`src/rtl/qlogic_fifo_pkg.sv`:
```
// Shared constants and width helpers for the qlogic synchronous FIFO.
// Optional error flags are enabled with QLOGIC_FIFO_ERR_FLAGS_EN.
package qlogic_fifo_pkg;

  localparam int DEF_DATA_WIDTH = 8;
  localparam int DEF_DEPTH      = 16;

  function automatic int ptr_w(input int depth);
    return $clog2(depth) + 1;
  endfunction

  function automatic int lvl_w(input int depth);
    return $clog2(depth) + 1;
  endfunction

endpackage

```
`src/rtl/qlogic_fifo_ram.sv`:
```
// FIFO storage: one write port, one synchronous read port, no reset.
// A read and write to the same address in one cycle returns the old word.
module qlogic_fifo_ram #(
  parameter int DW = 8,
  parameter int AW = 4
) (
  input  logic          clk,
  input  logic          we,
  input  logic [AW-1:0] waddr,
  input  logic [DW-1:0] wdata,
  input  logic          re,
  input  logic [AW-1:0] raddr,
  output logic [DW-1:0] rdata
);

  logic [DW-1:0] mem [0:(2**AW)-1];

  always_ff @(posedge clk) begin
    if (we) mem[waddr] <= wdata;
    if (re) rdata <= mem[raddr];
  end

endmodule

```
`src/rtl/qlogic_sync_fifo.sv`:
```
// Single-clock FIFO with level, almost-full and registered read data.
// Define QLOGIC_FIFO_ERR_FLAGS_EN to add sticky OVF/UDF outputs.
module qlogic_sync_fifo
  import qlogic_fifo_pkg::*;
#(
  parameter int DATA_WIDTH = DEF_DATA_WIDTH,
  parameter int DEPTH      = DEF_DEPTH,
  parameter int AF_MARGIN  = 2
) (
  input  logic                      QCK,
  input  logic                      RN,
  input  logic                      PUSH,
  input  logic [DATA_WIDTH-1:0]     DIN,
  input  logic                      POP,
  output logic [DATA_WIDTH-1:0]     DOUT,
  output logic                      EMPTY,
  output logic                      FULL,
  output logic                      ALMOST_FULL,
  output logic [lvl_w(DEPTH)-1:0]   LEVEL
`ifdef QLOGIC_FIFO_ERR_FLAGS_EN
  ,
  output logic                      OVF,
  output logic                      UDF
`endif
);

  localparam int PW = ptr_w(DEPTH);
  localparam int AW = PW - 1;
  localparam int LW = lvl_w(DEPTH);
  localparam logic [LW-1:0] AF_TH = LW'(DEPTH - AF_MARGIN);

  logic [PW-1:0]         wptr;
  logic [PW-1:0]         rptr;
  logic                  vld;
  logic                  wr;
  logic                  rd;
  logic [DATA_WIDTH-1:0] q;

  assign EMPTY = (wptr == rptr);
  assign FULL  = (wptr[AW-1:0] == rptr[AW-1:0]) &&
                 (wptr[AW] != rptr[AW]);
  assign LEVEL = LW'(wptr - rptr);
  assign ALMOST_FULL = (LEVEL >= AF_TH);

  // A pop frees a slot in the same edge, so push is taken when full too
  assign wr = PUSH && (!FULL || POP);
  assign rd = POP && !EMPTY;

  always_ff @(posedge QCK or negedge RN) begin
    if (!RN) begin
      wptr <= '0;
      rptr <= '0;
      vld  <= 1'b0;
    end else begin
      if (wr) wptr <= wptr + 1'b1;
      if (rd) begin
        rptr <= rptr + 1'b1;
        vld  <= 1'b1;
      end
    end
  end

  // RAM has no reset; DOUT reads zero until the first post-reset read
  assign DOUT = vld ? q : '0;

  qlogic_fifo_ram #(
    .DW(DATA_WIDTH),
    .AW(AW)
  ) u_ram (
    .clk  (QCK),
    .we   (wr),
    .waddr(wptr[AW-1:0]),
    .wdata(DIN),
    .re   (rd),
    .raddr(rptr[AW-1:0]),
    .rdata(q)
  );

`ifdef QLOGIC_FIFO_ERR_FLAGS_EN
  always_ff @(posedge QCK or negedge RN) begin
    if (!RN) begin
      OVF <= 1'b0;
      UDF <= 1'b0;
    end else begin
      if (PUSH && FULL && !POP) OVF <= 1'b1;
      if (POP && EMPTY)         UDF <= 1'b1;
    end
  end
`endif

endmodule
```
`config.mk`:
```
export PLATFORM = sky130hd
export DESIGN_NAME = qlogic_sync_fifo
export DESIGN_NICKNAME = d
export VERILOG_FILES = /design/src/rtl/qlogic_fifo_pkg.sv /design/src/rtl/qlogic_fifo_ram.sv /design/src/rtl/qlogic_sync_fifo.sv
export SDC_FILE = /design/constraint.sdc
export NUM_CORES = 1
export LEC_CHECK = 0
export ABC_AREA = 1
export CAP_MARGIN = 20
export CORE_MARGIN = 2
export CORE_UTILIZATION = 50
export CTS_CLUSTER_DIAMETER = 150
export DETAILED_ROUTE_END_ITERATION = 16
export HOLD_SLACK_MARGIN = 0.1
export PLACE_DENSITY = 0.68
export SLEW_MARGIN = 10
export SYNTH_ARGS = -nofsm -noshare
export SYNTH_HDL_FRONTEND = slang
export SYNTH_HIERARCHICAL = 1
export SYNTH_SLANG_ARGS = --single-unit
```
`constraint.sdc`:
```
create_clock -name QCK -period 6.6 [get_ports QCK]
set_input_delay 1.32 -clock QCK [delete_from_list [all_inputs] [get_ports QCK]]
set_output_delay 1.32 -clock QCK [all_outputs]
set_load 0.05 [all_outputs]
```
==> results of run 1 <==
[routing by layer]
metal / routed length [µm] / vias to the layer above / GRT usage, %
met4: 260 / 2 / 7.13
met2: 6950 / 193 / 33.1
met3: 1240 / 29 / 5.28
li1: - / 2239 / -
met1: 6430 / 2238 / 30.8
met5: 37 / - / 2.21
[synth_stat cells]
library cell	count	share of area, %
nand4_1	4	0.37
nand3b_1	3	0.33
buf_1	1	0.056
edfxtp_1	136	61
ha_1	6	1.1
inv_1	127	7.1
and2_1	1	0.093
nand2_4	2	0.33
nor2_1	19	1.1
buf_2	14	1.0
nor2_4	1	0.17
nand2_2	3	0.28
nor3_1	2	0.15
fa_1	1	0.30
inv_2	2	0.11
nand2_1	220	12
buf_6	6	1.0
clkbuf_1	1	0.056
nand3_4	1	0.26
a21oi_1	2	0.15
dfrtp_1	11	4.1
nand3_1	115	8.5
xor2_1	2	0.26
buf_4	4	0.45
[area by class of cell]
type | instances | area, µm²
Inverter | 129 | 484
Clock inverter | 10 | 109
Tap cell | 176 | 220
Multi-Input combinational cell | 382 | 1730
Clock buffer | 22 | 444
Timing Repair Buffer | 30 | 305
Fill cell | 1064 | 5540
Sequential cell | 147 | 4360
[how the worst max path moves through the flow]
| stage | cells past startpoint | to | slack, ns |
|---|---|---|---|
| 2_1_floorplan | 8 | ALMOST_FULL | 3.09 |
| 3_3_place_gp | 7 | EMPTY | 2.72 |
| 3_5_place_dp | 8 | ALMOST_FULL | 2.59 |
| 4_1_cts | 8 | ALMOST_FULL | 2.12 |
| 5_1_grt | 8 | ALMOST_FULL | 1.90 |
| 6_report | 8 | ALMOST_FULL | 2.10 |
[where the power goes]
group          leakage (nW)  internal, mW  switching [mW]
Sequential             1.37          1.16          0.0921
Combinational          1.72         0.461            1.08
Clock                 0.270         0.553           0.346
Total                  3.36          2.17            1.52
[worst max-delay path: stages (launching register included)]
cell	delay (ns)
dfrtp_1	0.93
inv_1	0.11
ha_1	0.38
a21oi_1	0.19
nand2_1	0.09
nand2_1	0.10
nand3_1	0.07
nand2_1	0.07
clkdlybuf4s50_1	0.82
[flip-flops by register name, indices dropped and copies added, names as in the netlist]
signal	flops
u_ram/mem	128
u_ram/rdata	8
rptr	5
wptr	5
vld	1
[cell families after synthesis]
| group | count (synthesis) | synth area share, % |
|---|---|---|
| and+or+nand+nor | 371 | 23.8 |
| buffers and inverters | 155 | 9.77 |
| DFF | 147 | 64.6 |
| adders and majority gates | 7 | 1.41 |
| AOI/OAI and AO/OA | 2 | 0.148 |
| xor gates and xnor gates | 2 | 0.260 |
[cell usage in the layout, fill, tap and decap left out, types with 2 or more instances in the layout]
cell / netlist / routed
nor2_1: 19 / 19
nand3_1: 115 / 115
nand3b_1: 3 / 3
clkdlybuf4s50_1: 0 / 27
nand4_1: 4 / 4
ha_1: 6 / 6
nand2_2: 3 / 3
nor3_1: 2 / 2
clkbuf_16: 0 / 17
xor2_1: 2 / 2
dfrtp_1: 11 / 10
buf_4: 4 / 2
bufinv_16: 0 / 2
inv_2: 2 / 2
nand2_4: 2 / 2
clkinv_2: 0 / 4
a21oi_1: 2 / 2
nand2_1: 220 / 220
edfxtp_1: 136 / 136
inv_1: 127 / 127
clkbuf_1: 1 / 5
==> reports/qor.txt, run 1 <==
Detailed-route vias per instance: 5.25
Antenna Nets Post-Route: 0
Initial drt markers: 498
R2R depth: 9
Total gr overflow: 0
Layout area overhead: 13.4%
Cell count after synthesis: 684
Peak supply drop: 0.274 mV
Routed WL: 14900 µm
IO buf count: 27
DRC viols: 0
RR Startpoint: rptr[2]$_DFFE_PN0P_
# clock sinks: 147
CP max FO: 24
Max clock buf depth: 2
Period utilization: 68.2%
Clk slew on worst S/H paths: 0.06 ns
Antenna cells: 0
Post-CTS Resized: 0
Post-CTS setup buffer count: 0
Outcome: finished, final reports clean
Dpl hpwl: 9060 µm
Finished Core Util: 58.0%
Slew HR: 40.1%
Cell Area, Synth: 0.00675 mm²
Synthesized net count: 703
Fmax: 222 MHz
Vias in the first global route: 4312
Layout cells sized above 1: 5.42%
Total power: 3.69 mW
Starting Density: 51.2%
Setup TNS: 0 ns
Final instance area: 0.00765 mm²
GRT Util Overall: 21.8%
Rows: 42
Startpoint Class: flop
Hold Path Depth: 2
CTS Buf Count: 17
Reg2reg end: u_ram/mem[0][3]$_DFFE_PP_
Die Area: 0.0144 mm²
Final net count: 726
Wire per inst: 16.6 µm
RSZ-0062 raised after global routing: no
Synth warn: 6
Worst EP arrival: 3.18 ns
Post-Layout Cell Count: 896
Clock period minus worst slack: 4.50 ns
Slew Viols, Final: 0
Worst Setup SP: rptr[2]$_DFFE_PN0P_
Vias: 4701
Synth unique cells: 24
Final Hold Vio Count: 0
Sequential element share of the synthesized area: 64.6%
Largest net degree at the start of global routing: 71
FF+latch count, synth: 147
Max-cap violations: 0
CTS tree: built
Hold Crit Class: reg -> reg
Worst Tran Pin Value: 0.899 ns
Area after DPL: 0.00708 mm²
IO Pins: 28
Power per Cell Area: 483 mW/mm²
Setup crit end kind: primary output
Setup Viol. Count Final: 0
R2R Setup Slk: 3.44 ns
Final RePlAce weighted congestion: 0.941
First-pass iteration count of the detailed router: 6
Later-pin clock latency in the skew report: 0.41 ns
Final Skew: 0.00653 ns
WP data required: 5.28 ns
Die Height: 120 µm
Initial antenna violation count: 0
Hold Path End: wptr[4]$_DFFE_PN0P_
Worst Hold Launch: wptr[4]$_DFFE_PN0P_
Die Wd: 120 µm
Core box area: 0.0132 mm²
H-tree depth: 4
Root Driver: clkbuf_16
Worst slack at placement: 2.59 ns
Worst setup margin: 2.10 ns
Inst Count DP: 863
Hold buffer count at cts: 0
Leakage dissipation: 3.36 nW
First-pass GRT wire length: 23200 µm
Worst Setup Path Type: reg -> out
Fin Hold WS: 0.563 ns
Synthesized area per cell: 9.87 µm²
(Power assumes the default switching activity.)
==> run 2: changes to the inputs <==
PLACE_DENSITY = 0.7   (was 0.68)
clock period = 3.9 ns   (was 6.6 ns; I/O delays follow)
==> run 2 against run 1 <==
Compared with the run above:
- hold slack worse by 0.014 ns
- final cell count rose by 0.11%
- first-iteration DRC count grew 16%
- sequential power up 66%
- sequential share of layout area is 0.36 points lower
- final area grew 0.64%
- routed wire length is 0.82% higher
- highest routed layer is now met4
- critical endpoint is now LEVEL[3]
- register-to-register slack got worse by 2.2 ns
- clock skew about the same
- largest cell class unchanged
- critical path type unchanged
- clock-buffer cell count shrank 3
==> reports/qor.txt, run 2 (synthesized netlist as in run 1, its figures left out) <==
Outcome: finished, final reports clean
Slew Viols, Final: 0 (unchanged)
Core box area: 0.0132 mm² (unchanged)
Comb pwr share: 41.4% (-0.4 points)
Commonest non-fill, non-tap cells in the layout: 220 x nand2_1, 136 x edfxtp_1, 127 x inv_1
Peak supply drop: 0.636 mV (+130%)
Routed WL: 15000 µm (+0.82%)
Setup Viol. Count Final: 0 (unchanged)
Die Wd: 120 µm (unchanged)
Period utilization: 87.0%
Hold Crit Class: reg -> reg
Max-cap violations: 0 (unchanged)
Wire per inst: 16.8 µm (+0.71%)
First-pass GRT wire length: 23300 µm (+0.60%)
Switching Fraction: 40.6% (-0.54 points)
Max clock buf depth: 2 (unchanged)
H-tree depth: 4 (unchanged)
Antenna Nets Post-Route: 0 (unchanged)
RSZ-0062 raised after global routing: no
Clock period minus worst slack: 3.39 ns
Setup TNS: 0 ns (unchanged)
Dpl hpwl: 9500 µm (+4.9%)
Hold Path Depth: 2 (unchanged)
CP max FO: 11 (-54%)
Detailed-route vias per instance: 5.24 (-0.18%)
Clk pwr share: 26.3% (+2.0 points)
First-pass iteration count of the detailed router: 4 (-2)
WP data required: 3.12 ns (-2.16 ns)
Worst EP arrival: 2.61 ns (-0.57 ns)
Hold buffer count at cts: 0 (unchanged)
Met3 usage: 4.62% (-0.66 points)
Max FFs per register: 128 (unchanged)
Power per Cell Area: 830 mW/mm² (+72%)
CTS tree: built
Fmax: 295 MHz
Clk slew on worst S/H paths: 0.06 ns (about the same)
Total gr overflow: 0 (unchanged)
Layout cells sized above 1: 6.24% (+0.82 points)
Final Hold Vio Count: 0 (unchanged)
Slew HR: 29.5% (-11 points)
Seq pwr share: 32.3% (-1.6 points)
Vias: 4698 (-0.064%)
Starting Density: 51.2% (unchanged)
Final net count: 727 (+0.14%)
GRT Util Overall: 21.7% (-0.036 points)
Post-CTS Resized: 0 (unchanged)
Die Height: 120 µm (unchanged)
Final RePlAce weighted congestion: 0.879 (-6.6%)
Largest regs: u_ram/mem (128), u_ram/rdata (8)
Die Area: 0.0144 mm² (unchanged)
Pint: 3.80 mW (+75%)
IO Pins: 28 (unchanged)
Global route hottest layer: met2
Initial antenna violation count: 0 (unchanged)
Startpoint Class: flop
Fillcell total: 1108 (+4.1%)
# clock sinks: 147 (unchanged)
Vias in the first global route: 4444 (+3.1%)
P_sw: 2.60 mW (+71%)
Footprint of the multi-input gates: 0.00173 mm² (unchanged)
Largest net degree at the start of global routing: 71 (unchanged)
Fin Hold WS: 0.549 ns (-0.0137 ns)
Commonest non-fill, non-tap cell in the layout: nand2_1
Total power: 6.39 mW (+73%)
Later-pin clock latency in the skew report: 0.41 ns (about the same)
Rows: 42 (unchanged)
Root Driver: clkbuf_16
Post-CTS setup buffer count: 0 (unchanged)
Layout area overhead: 14.1%
Initial drt markers: 579 (+16%)
Register area: 0.00436 mm² (unchanged)
Worst Tran Pin Value: 1.06 ns (+0.157 ns)
Final Skew: 0.00662 ns (+0.0000842 ns)
Grt met2 use: 34.0% (+0.96 points)
R2R depth: 8 (-1)
Leakage dissipation: 3.39 nW (+0.69%)
Top reg by flops: u_ram/mem
Worst Setup Path Type: reg -> out
Antenna cells: 0 (unchanged)
Met1 usage: 30.2% (-0.61 points)
IO buf count: 27 (unchanged)
DRC viols: 0 (unchanged)
Setup crit end kind: primary output
CTS Buf Count: 17 (unchanged)
[run 2: cell types whose count changed in the layout (fill, tap and decap cells not counted)]
| cell | before | now |
|---|---|---|
| clkinvlp_4 | 1 | 3 |
| inv_6 | 1 | 2 |
| buf_4 | 2 | 7 |
| bufinv_16 | 2 | 4 |
| clkbuf_1 | 5 | 2 |
| clkdlybuf4s50_1 | 27 | 24 |
| clkinv_1 | 1 | 2 |
| buf_12 | 1 | 0 |
| clkinv_2 | 4 | 1 |
[run 2: worst paths after layout]
check | from | end | slack, ns
max in group asynchronous | RN | rptr[0]$_DFFE_PN0P_ | 2.79
min | rptr[4]$_DFFE_PN0P_ | rptr[4]$_DFFE_PN0P_ | 0.55
max reg2reg | wptr[2]$_DFFE_PN0P_ | u_ram/mem[14][4]$_DFFE_PP_ | 1.26
min in group asynchronous | RN | rptr[4]$_DFFE_PN0P_ | 0.72
min reg2reg | rptr[4]$_DFFE_PN0P_ | rptr[4]$_DFFE_PN0P_ | 0.55
max | wptr[2]$_DFFE_PN0P_ | LEVEL[3] | 0.51
[run 2: stage by stage]
stage | cells | worst slack, ns | utilization (%) | instance area [µm²]
CTS | 897 | 0.493 | 58.4 | 7700
finish | 897 | 0.506 | 58.4 | 7700
global route | 897 | 0.379 | 58.4 | 7700
global placement | 865 | 0.948 | 53.7 | 7090
detailed placement | 865 | 0.851 | 53.7 | 7090
floorplan | 684 | 0.929 | - | 6750
[run 2: area by class of cell]
class	count	share of cell area (%)
sequential	147	56.6
multi-input combinational	382	22.5
inverter	129	6.29
clock buffer	19	5.62
timing repair buffer	31	3.80
tap	176	2.86
clock inverter	13	2.36
[run 2: worst max-delay path, cell delays in order, from the launching register on]
cell,delay (ns)
dfrtp_1,0.51
ha_1,0.44
a21oi_1,0.20
nand2_1,0.08
nand2_1,0.07
and2_1,0.12
clkdlybuf4s50_1,0.79
[run 2: metal layers]
layer,vias up,share of wire [%]
met2,204,48
met4,0,1.7
met1,2231,43
met5,-,0
met3,23,7.2
li1,2240,-
[run 2: power by group through the flow]
stage / Combinational (mW) / Clock (mW) / Sequential [mW]
after floorplan: 1.95 / 0 / 2.08
after global routing: 2.86 / 1.77 / 2.08
after detailed placement: 2.60 / 0 / 2.10
final: 2.64 / 1.68 / 2.07
after CTS: 2.62 / 1.70 / 2.07
after global placement: 2.56 / 0 / 2.09
==> run 3: changes to the inputs <==
CORE_MARGIN = unset   (was 2)
==> run 3 against run 2 <==
Compared with the run above:
- via count fell by 0.72%
- routed wire length down 3.3%
- final cell count unchanged
- critical path depth did not move
- fmax is essentially flat
- worst setup slack about the same
- critical endpoint unchanged
- largest power group unchanged
==> reports/qor.txt, run 3 (synthesized netlist as in run 1, its figures left out) <==
Final Skew: 0.00857 ns (+0.00195 ns)
Antenna cells: 0 (unchanged)
First-pass iteration count of the detailed router: 5 (+1)
Seq pwr share: 33.3% (+1.0 points)
Die Height: 118 µm (-1.7%)
Initial antenna violation count: 0 (unchanged)
Rows: 42 (unchanged)
Root Driver: clkbuf_16
WP data required: 3.12 ns (about the same)
DRC viols: 0 (unchanged)
RSZ-0062 raised after global routing: no
Fin Hold WS: 0.549 ns (-0.000223 ns)
Slew HR: 29.4% (-0.14 points)
Setup crit end kind: primary output
CTS Buf Count: 17 (unchanged)
Total power: 6.20 mW (-2.9%)
Initial drt markers: 414 (-28%)
Largest regs: u_ram/mem (128), u_ram/rdata (8)
Switching Fraction: 41.1% (+0.45 points)
First-pass GRT wire length: 22900 µm (-1.7%)
Worst Tran Pin Value: 1.06 ns (+0.00203 ns)
Final Hold Vio Count: 0 (unchanged)
Worst EP arrival: 2.61 ns (about the same)
IO buf count: 27 (unchanged)
Core box area: 0.0132 mm² (unchanged)
GRT Util Overall: 22.4% (+0.64 points)
Hold buffer count at cts: 0 (unchanged)
Commonest non-fill, non-tap cells in the layout: 220 x nand2_1, 136 x edfxtp_1, 127 x inv_1
Post-CTS setup buffer count: 0 (unchanged)
Total gr overflow: 0 (unchanged)
Top reg by flops: u_ram/mem
Fillcell total: 1097 (-0.99%)
P_sw: 2.55 mW (-1.9%)
Largest net degree at the start of global routing: 71 (unchanged)
Clk slew on worst S/H paths: 0.05 ns (about the same)
Dpl hpwl: 9330 µm (-1.7%)
H-tree depth: 4 (unchanged)
Setup Viol. Count Final: 0 (unchanged)
Vias: 4664 (-0.72%)
Slew Viols, Final: 0 (unchanged)
Final instance area: 0.00764 mm² (-0.83%)
Layout area overhead: 13.2%
Antenna Nets Post-Route: 0 (unchanged)
Die Wd: 118 µm (-1.7%)
Peak supply drop: 0.497 mV (-22%)
Vias in the first global route: 4372 (-1.6%)
Worst Setup Path Type: reg -> out
CTS tree: built
Clk pwr share: 24.4% (-1.9 points)
Startpoint Class: flop
Footprint of the multi-input gates: 0.00173 mm² (unchanged)
Wire per inst: 16.2 µm (-3.3%)
Hold Crit Class: reg -> reg
Fmax: 295 MHz (about the same)
Later-pin clock latency in the skew report: 0.42 ns (about the same)
Power per Cell Area: 812 mW/mm² (-2.1%)
Max clock buf depth: 2 (unchanged)
Finished Core Util: 57.9% (-0.48 points)
Setup TNS: 0 ns (unchanged)
Comb pwr share: 42.4% (+1.0 points)
Routed WL: 14500 µm (-3.3%)
Die Area: 0.0140 mm² (-3.3%)
Outcome: finished, final reports clean
Pint: 3.66 mW (-3.7%)
Area after DPL: 0.00709 mm² (unchanged)
Layout cells sized above 1: 5.69% (-0.55 points)
Final net count: 727 (unchanged)
Commonest non-fill, non-tap cell in the layout: nand2_1
CP max FO: 11 (unchanged)
Starting Density: 51.2% (unchanged)
Max-cap violations: 0 (unchanged)
Final RePlAce weighted congestion: 0.900 (+2.3%)
# clock sinks: 147 (unchanged)
Period utilization: 87.0% (about the same)
Detailed-route vias per instance: 5.20 (-0.72%)
IO Pins: 28 (unchanged)
Register area: 0.00436 mm² (unchanged)
Leakage dissipation: 3.36 nW (-0.70%)
Post-CTS Resized: 0 (unchanged)
Max FFs per register: 128 (unchanged)
Clock period minus worst slack: 3.39 ns (-0.000440 ns)
[run 3: cell count changes in the layout (fill, tap and decap cells not counted), sizes merged]
cell      before  now
clkbuf        19   21
clkinvlp       3    1
bufinv         4    2
inv          131  130
clkinv         4    7
[run 3: metal layers]
layer	track usage [%]	part of all wire (%)
met1	30.2	44
met2	34.6	46
met3	4.83	7.2
met4	10.6	2.4
met5	0	0
[run 3: power by group through the flow]
| stage | Combinational, mW | Clock [mW] | Sequential, mW |
|---|---|---|---|
| finish | 2.63 | 1.51 | 2.06 |
| global route | 2.87 | 1.60 | 2.08 |
| CTS | 2.61 | 1.53 | 2.06 |
| detailed placement | 2.60 | 0 | 2.09 |
| global placement | 2.56 | 0 | 2.09 |
| floorplan | 1.95 | 0 | 2.08 |
[run 3: area by class of cell]
type                    instances  area share, %
clock inverters                11           1.44
well taps                     176           2.88
repair buffers                 31           3.83
inverters                     129           6.34
multi-input cells             382           22.6
flip-flops and latches        147           57.1
clock buffers                  21           5.77
[run 3: final timing paths]
check                                    startpoint  depth (start not counted)  slack [ns]                   endpoint
worst max-delay path            wptr[2]$_DFFE_PN0P_                          6        0.51                   LEVEL[3]
worst min-delay path            rptr[4]$_DFFE_PN0P_                          2        0.55        rptr[4]$_DFFE_PN0P_
worst max register to register  rptr[3]$_DFFE_PN0P_                         10        1.27  u_ram/mem[9][5]$_DFFE_PP_
worst min register to register  rptr[4]$_DFFE_PN0P_                          2        0.55        rptr[4]$_DFFE_PN0P_
max in group asynchronous                        RN                          1        2.72        rptr[0]$_DFFE_PN0P_
min in group asynchronous                        RN                          1        0.75        rptr[2]$_DFFE_PN0P_
[run 3: metrics by stage]
step / instances / setup slack (ns)
2_1_floorplan: 684 / 0.929
3_3_place_gp: 865 / 0.933
3_5_place_dp: 865 / 0.838
4_1_cts: 897 / 0.504
5_1_grt: 897 / 0.371
6_report: 897 / 0.506
[run 3: critical path, stage by stage (launching register included)]
cell and delay (ns):
dfrtp_1 0.50, ha_1 0.43, a21oi_1 0.20, nand2_1 0.08
nand2_1 0.08, and2_1 0.13, clkdlybuf4s50_1 0.79
